`config.mk`:
```
export PLATFORM = sky130hd
export DESIGN_NAME = lcd_spi_writer
export DESIGN_NICKNAME = d
export VERILOG_FILES = /design/src/rtl/lcd_spi_writer.sv
export SDC_FILE = /design/constraint.sdc
export NUM_CORES = 1
export LEC_CHECK = 0
export ABC_AREA = 0
export CORE_MARGIN = 3
export CORE_UTILIZATION = 52
export DETAILED_ROUTE_END_ITERATION = 8
export GPL_TIMING_DRIVEN = 0
export HOLD_SLACK_MARGIN = 0.08
export PLACE_DENSITY = 0.77
export SLEW_MARGIN = 20
export SYNTH_ARGS = -nofsm -noshare
export SYNTH_HDL_FRONTEND = slang
export SYNTH_SLANG_ARGS = --single-unit
```
`constraint.sdc`:
```
create_clock -name sys_clk -period 2.3 [get_ports sys_clk]
set_clock_uncertainty 0.15 [all_clocks]
set_input_delay 0.46 -clock sys_clk [delete_from_list [all_inputs] [get_ports sys_clk]]
set_output_delay 0.46 -clock sys_clk [all_outputs]
set_load 0.01 [all_outputs]
```
`src/rtl/lcd_spi_writer.sv`:
```
// Byte-level 4-wire SPI transmitter for the ST7735 LCD.
// Takes one {D/C, byte} word per request, frames it with CS, shifts it out
// MSB-first in SPI mode 0, then pulses wr_done and enforces a CS-high gap
// before the next word can be sampled.
//
// state | meaning
// ------+------------------------------------------------------------
// IDLE  | CS high, waiting for en_write; the accepting edge is S
// SETUP | CS low, MOSI holds bit 7, SCLK low for one half-period
// SHIFT | SCLK toggling; MOSI advances on each falling toggle
// HOLD  | SCLK low after the 8th high phase, CS still low
// GAP   | CS high, en_write ignored, busy still asserted

module lcd_spi_writer #(
  parameter int CLK_DIV = 2,
  parameter int GAP_CYC = 4
) (
  input  logic       sys_clk,
  input  logic       sys_rst_n,
  input  logic       en_write,
  input  logic [8:0] data_in,
  output logic       wr_done,
  output logic       busy,
  output logic       lcd_sclk,
  output logic       lcd_mosi,
  output logic       lcd_cs_n,
  output logic       lcd_dc
);

  // One counter serves both the SCLK half-period and the gap, so it is
  // sized for whichever of the two is longer.
  localparam int CNT_MAX = (CLK_DIV > GAP_CYC) ? CLK_DIV : GAP_CYC;
  localparam int CW      = $clog2(CNT_MAX + 1);

  localparam logic [CW-1:0] DIV_LAST = CW'(CLK_DIV - 1);
  localparam logic [CW-1:0] GAP_LAST = CW'(GAP_CYC - 1);
  localparam logic [CW-1:0] CNT_ONE  = CW'(1);

  typedef enum logic [2:0] {
    IDLE  = 3'd0,
    SETUP = 3'd1,
    SHIFT = 3'd2,
    HOLD  = 3'd3,
    GAP   = 3'd4
  } state_t;

  state_t        state_q;
  logic [CW-1:0] div_cnt_q;
  logic [2:0]    bit_cnt_q;
  logic [7:0]    shift_q;
  logic          sclk_q;
  logic          mosi_q;
  logic          cs_n_q;
  logic          dc_q;
  logic          done_q;
  logic          busy_q;

  logic          div_tc;
  logic          gap_tc;

  // Terminal-count compares for the half-period and gap timers.
  assign div_tc = (div_cnt_q == DIV_LAST);
  assign gap_tc = (div_cnt_q == GAP_LAST);

  // Transfer sequencer; every pin is driven straight from a flop.
  always_ff @(posedge sys_clk or negedge sys_rst_n) begin
    if (!sys_rst_n) begin
      state_q   <= IDLE;
      div_cnt_q <= '0;
      bit_cnt_q <= '0;
      shift_q   <= '0;
      sclk_q    <= 1'b0;
      mosi_q    <= 1'b0;
      cs_n_q    <= 1'b1;
      dc_q      <= 1'b0;
      done_q    <= 1'b0;
      busy_q    <= 1'b0;
    end else begin
      done_q <= 1'b0;
      case (state_q)
        IDLE: begin
          if (en_write) begin
            shift_q   <= data_in[7:0];
            dc_q      <= data_in[8];
            cs_n_q    <= 1'b0;
            mosi_q    <= data_in[7];
            busy_q    <= 1'b1;
            div_cnt_q <= '0;
            bit_cnt_q <= '0;
            state_q   <= SETUP;
          end
        end

        SETUP: begin
          if (div_tc) begin
            div_cnt_q <= '0;
            sclk_q    <= 1'b1;
            state_q   <= SHIFT;
          end else begin
            div_cnt_q <= div_cnt_q + CNT_ONE;
          end
        end

        SHIFT: begin
          if (div_tc) begin
            div_cnt_q <= '0;
            if (!sclk_q) begin
              sclk_q <= 1'b1;
            end else begin
              sclk_q <= 1'b0;
              if (bit_cnt_q == 3'd7) begin
                // End of the 8th high phase: no further bit to present.
                state_q <= HOLD;
              end else begin
                bit_cnt_q <= bit_cnt_q + 3'd1;
                shift_q   <= {shift_q[6:0], 1'b0};
                mosi_q    <= shift_q[6];
              end
            end
          end else begin
            div_cnt_q <= div_cnt_q + CNT_ONE;
          end
        end

        HOLD: begin
          if (div_tc) begin
            div_cnt_q <= '0;
            cs_n_q    <= 1'b1;
            done_q    <= 1'b1;
            state_q   <= GAP;
          end else begin
            div_cnt_q <= div_cnt_q + CNT_ONE;
          end
        end

        GAP: begin
          // The gap lets the upstream advance its pointer and re-register
          // data_in / en_write before the next possible sample.
          if (gap_tc) begin
            div_cnt_q <= '0;
            busy_q    <= 1'b0;
            state_q   <= IDLE;
          end else begin
            div_cnt_q <= div_cnt_q + CNT_ONE;
          end
        end

        default: begin
          state_q <= IDLE;
        end
      endcase
    end
  end

  assign wr_done  = done_q;
  assign busy     = busy_q;
  assign lcd_sclk = sclk_q;
  assign lcd_mosi = mosi_q;
  assign lcd_cs_n = cs_n_q;
  assign lcd_dc   = dc_q;

endmodule
```
==> run metrics, run 1 <==
Resized cells post-CTS 0; PnR worst setup slack 113 ps; ANT nets after route 0; crit path buf inv count 2; ant diodes 0; dominant delay contributor by cell family on the critical path simple AND/OR/NAND/NOR gates; Worst Tran Pin Value 966 ps; critical-path maximum fanout 5; count of input and output buffers 17; Overall Power just under 2000 uW; drt wl/cell between 10 and 15 um; full die area 2880 um2; # DRC 0; top cells by count, synth 21 x dfrtp_1, 16 x nor2_1, 10 x mux2i_1; Placer Congestion 0.756; met2 WL 1080 um; Peak VDD IR 0.000844 V; via/cell ratio 5.39; CP most frequent cell ha_1; Num Clock Sinks 22; # rows 16; syn_nets 129; MaxCap Viol Count 0; Synth Warn # 0; vias in the first global route 832; global-route usage over all layers 0.177; DIE WIDTH 53.7 um; clock-pin slew of the registers on the worst-case setup and hold paths 130 ps; fin nets 153; Crit path arrival time 2290 ps; top-count cell post-synth dfrtp_1; met3 wire len between 70 and 80 um; sequential share of the synthesized area 0.467; Critical Path Sink Type flip-flop; minimum clock period 2190 ps; worst hold path type reg2reg; Final Hold Viols 0; CTS Buffer Depth 2; Skew-Pair Late Insertion Delay 310 ps; slew margin rel. 0.354; fmax roughly 0.46 GHz; delay of the slowest critical-path stage approximately 420 ps; die height 53.7 um; number of synthesized flops with an enable pin 0; CTS buffer count 3; Startpoint Class flip-flop; top sig layer met4; Synth Register Bits 22; Total Neg Setup Slack 0 ps; CTS Root Buffer Type clkbuf_4; Post-Synthesis Cells 111; Top FF cell, synth dfrtp_1; outcome completed; Placement Setup Slack 67.5 ps; Non-Filler Instances ~160; htree depth 1; cts hold-fix bufs 0; Synth top area share 0.445; Boundary Pins 18; GRT overflow 0; LEAKAGE 0.000624 uW; postcts setup bufs 0; Tcrit/Tclk final 0.951; Yosys cell types 29; largest net degree at the start of global routing 23; Worst R2R Setup Slack 110 ps; Setup violations, final 0; top cells by area, synth dfrtp_1 44%, mux2i_1 8.5%, ha_1 6.4%; layout cells sized above 1 0.179; syn_area_per_cell 10.6 um2; final number of max-transition violations 0; antenna violations before repair 0; 1st-iter DRT viols 13; Starting Density 0.573; met1 WL around 980 um; critical path, cell by cell ha_1 > ha_1 > or3b_4 > a2111oi_4 > buf_4 > buf_2 > nor2_1 > a21oi_2; CTS tree done; FFs w/ async S/R, synth 1.00; pwr dens roughly 1300 nW/um2; Core Area 2060 um2; Via Count 867; DP HPWL between 1500 and 2000 um; Post-Route WL 2160 um; area added between synthesis and finish 22.8%; Cell Area, Synth 1180 um2; critical setup path kind reg2reg; dominant cell type by area after synthesis dfrtp_1; Slowest cell on crit path dfrtp_1; first-pass GRT wire length 3650 um; Crit path required time 2400 ps; # placed instances 155; Pre-antenna DRT Iters 4; RSZ-0062 raised after global routing no
==> layer usage <==
layer,global-route usage,vias up
met5,0,-
met4,0.0766,0
met3,0.0332,4
met2,0.286,18
met1,0.229,414
li1,-,431
==> power by group <==
group	leakage (uW)	total (uW)	switching [uW]	internal, uW
Combinational	0.000332	992	505	487
Sequential	0.000264	651	102	548
Clock	0.0000279	298	121	176
==> worst min-delay path: stages, from the launching register on <==
cell and delay (ps):
dfstp_2 400, nand2_1 50, nand2_1 40
==> placed cells by master, fill, tap and decap left out, types with 4 or more instances in the layout <==
cell and instances:
mux2i_1 10, nor2_1 16, clkdlybuf4s50_1 17, a21oi_2 7, dfrtp_1 21, o21ai_0 7, inv_1 7, ha_1 6
a21oi_1 5, clkbuf_4 4, nand2_1 4, nand3_1 4
==> stage by stage <==
stage	cell area, um2	hold WS (ps)	util
2_1_floorplan	1180	14.4	-
3_3_place_gp	1390	304	0.672
3_5_place_dp	1390	313	0.672
4_1_cts	1440	330	0.697
5_1_grt	1450	355	0.703
6_report	1450	327	0.703
==> layout make-up <==
type	instances	area (um2)
clock inverter	1	30.0
multi-input combinational	76	561
tap	27	33.8
sequential	22	552
buffer	6	42.5
fill	176	612
inverter	7	26.3
clock buffer	3	22.5
timing repair buffer	19	183
==> cell families after synthesis <==
group / count (synthesis) / synth area share
adders and majority gates: 6 / 0.0636
DFF: 22 / 0.467
muxes: 13 / 0.123
and+or+nand+nor: 33 / 0.135
AOI/OAI and AO/OA: 23 / 0.146
buffers and inverters: 13 / 0.0583
xor gates and xnor gates: 1 / 0.00742
==> final timing paths <==
kind                                    from           end  depth (start not counted)
worst min register to register      lcd_cs_n      lcd_cs_n                          2
max in group asynchronous          sys_rst_n        lcd_dc                          1
worst max register to register  bit_cnt_q[0]    shift_q[5]                          8
min in group asynchronous          sys_rst_n  div_cnt_q[0]                          1
worst max-delay path            bit_cnt_q[0]    shift_q[5]                          8
worst min-delay path                lcd_cs_n      lcd_cs_n                          2
==> registers in the layout, summed over array words and instances, names as in the netlist <==
name / cells
lcd_dc: 1
busy: 1
lcd_cs_n: 1
div_cnt_q: 3
shift_q: 7
wr_done: 1
state_q: 3
lcd_mosi: 1
lcd_sclk: 1
bit_cnt_q: 3
Power figures use the tool's default switching activity.
==> inputs of run 2 (changes only) <==
ABC_AREA = not set   (was 0)
CELL_PAD_IN_SITES_DETAIL_PLACEMENT = 2   (was not set)
CELL_PAD_IN_SITES_GLOBAL_PLACEMENT = 2   (was not set)
CORE_ASPECT_RATIO = 2   (was not set)
CORE_UTILIZATION = 34   (was 52)
PLACE_DENSITY = 0.78   (was 0.77)
==> run metrics, run 2 (synthesis gave the netlist of run 1 again) <==
Via Count 906; Skew-Pair Late Insertion Delay 260 ps; critical path depth in cells 8; critical setup path kind reg2reg; Total Neg Setup Slack 0 ps; # placed instances between 150 and 200; full die area between 4000 and 5000 um2; DP HPWL between 2000 and 2500 um; 1st-iter DRT viols 7; crit path buf inv count 2; critical-path maximum fanout 5; global-route usage over all layers 0.144; via/cell ratio 5.39; outcome completed; antenna violations before repair 0; Num Clock Sinks 22; Placer Congestion 0.740; count of input and output buffers 17; minimum clock period 2230 ps; commonest cells after routing, fill and taps aside 21 x dfrtp_1, 16 x nor2_1, 16 x clkdlybuf4s50_1, 10 x mux2i_1; DIE WIDTH 47.7 um; ant diodes 0; htree depth 1; CTS buffer count 3; Slowest cell on crit path dfrtp_1; fin nets 156; # DRC 0; ANT nets after route 0; Tcrit/Tclk final 0.969; Core Area 3270 um2; CTS Buffer Depth 2; Starting Density 0.362; Worst Tran Pin Value 534 ps; worst hold path type reg2reg; HP Start lcd_cs_n; Crit path required time around 2300 ps; LEAKAGE roughly 0.00063 uW; Crit path arrival time 2250 ps; worst r2r src bit_cnt_q[0]; dominant delay contributor by cell family on the critical path simple AND/OR/NAND/NOR gates; commonest non-fill, non-tap cell in the layout dfrtp_1; Reg2Reg Capture Point bit_cnt_q[1]; FF-to-FF path depth 8; layout cells sized above 1 0.197; die height 89.4 um; hold path endpoint lcd_cs_n; Post-Route WL around 2800 um; Critical Path Source bit_cnt_q[0]; largest net degree at the start of global routing 23; Final Hold Viols 0; RSZ-0062 raised after global routing no; number of flip-flops in the largest register 7; Largest Register shift_q; CTS Root Buffer Type clkbuf_8; # rows 29; critical path, cell by cell ha_1 > ha_2 > or3b_4 > a2111oi_4 > buf_4 > buf_6 > nand3_1 > o21ai_0; delay of the slowest critical-path stage 390 ps; pwr dens 1340 nW/um2; Setup violations, final 0; WHS Path Cells 2; vias in the first global route 985; Critical Path Sink Type flip-flop; GRT overflow 0; clock-pin slew of the registers on the worst-case setup and hold paths 80 ps; Non-Filler Instances roughly 170; CTS tree done; slew margin rel. 0.644; # fillers between 300 and 400; first-pass GRT wire length 4410 um; fmax 0.449 GHz; Pre-antenna DRT Iters 2; Startpoint Class flip-flop; Peak VDD IR 0.000724 V; Worst R2R Setup Slack 70 ps; post-layout util 0.452; area added between synthesis and finish 25.0%; drt wl/cell 16.6 um; MaxCap Viol Count 0; Overall Power between 1500 and 2000 uW; Boundary Pins 18; final number of max-transition violations 0
run 2: repair_timing:
action,in CTS,in global routing
setup endpoints to repair,8,11
buffers inserted,0,3
pin swaps,1,1
hold buffers,0,1
endpoints found under the hold margin,0,21
cloned,0,1
gates resized for setup,0,4
run 2: final cells by class:
type / count / area, um2 / area share
clock buffer: 4 / 45.0 / 0.0305
inverter: 7 / 26.3 / 0.0178
sequential: 22 / 552 / 0.374
buffer: 6 / 46.3 / 0.0314
tap: 31 / 38.8 / 0.0263
timing repair buffer: 22 / 205 / 0.139
multi-input combinational: 76 / 563 / 0.381
run 2: worst max-delay path by stage:
stage | to | slack, ps
after floorplan | bit_cnt_q[1] | 190
after global placement | bit_cnt_q[1] | 80
after detailed placement | bit_cnt_q[1] | -3
after CTS | bit_cnt_q[1] | 20
after global routing | shift_q[0] | 9
final | bit_cnt_q[1] | 70
run 2: power by group:
part | internal [uW] | leakage [uW] | switching, uW | total, uW
Clock | 123 | 0.0000228 | 123 | 246
Combinational | 523 | 0.000345 | 552 | 1070
Sequential | 550 | 0.000264 | 105 | 654
run 2: layer usage:
layer  part of all wire  global-route usage  vias to the layer above
met1               0.36               0.144                      452
met5                  0                   0                        -
met3              0.025              0.0202                        4
met2               0.59               0.270                       18
met4              0.020              0.0637                        0
li1                   -                   -                      432
run 2: per-stage QoR:
step | instance area [um2] | hold slack (ps) | worst slack, ps
final | 1480 | 339 | 72.1
after global placement | 1390 | 303 | 83.8
after CTS | 1440 | 345 | 16.5
after floorplan | 1180 | 14.4 | 191
after global routing | 1480 | 372 | 9.05
after detailed placement | 1390 | 333 | -2.74
run 2: worst reg2reg max path, stage by stage (launching register included):
cell       delay [ps]
dfrtp_1           390
ha_1              220
ha_2              180
or3b_4            380
a2111oi_4         340
buf_4             210
buf_6             130
nand3_1            70
o21ai_0            90
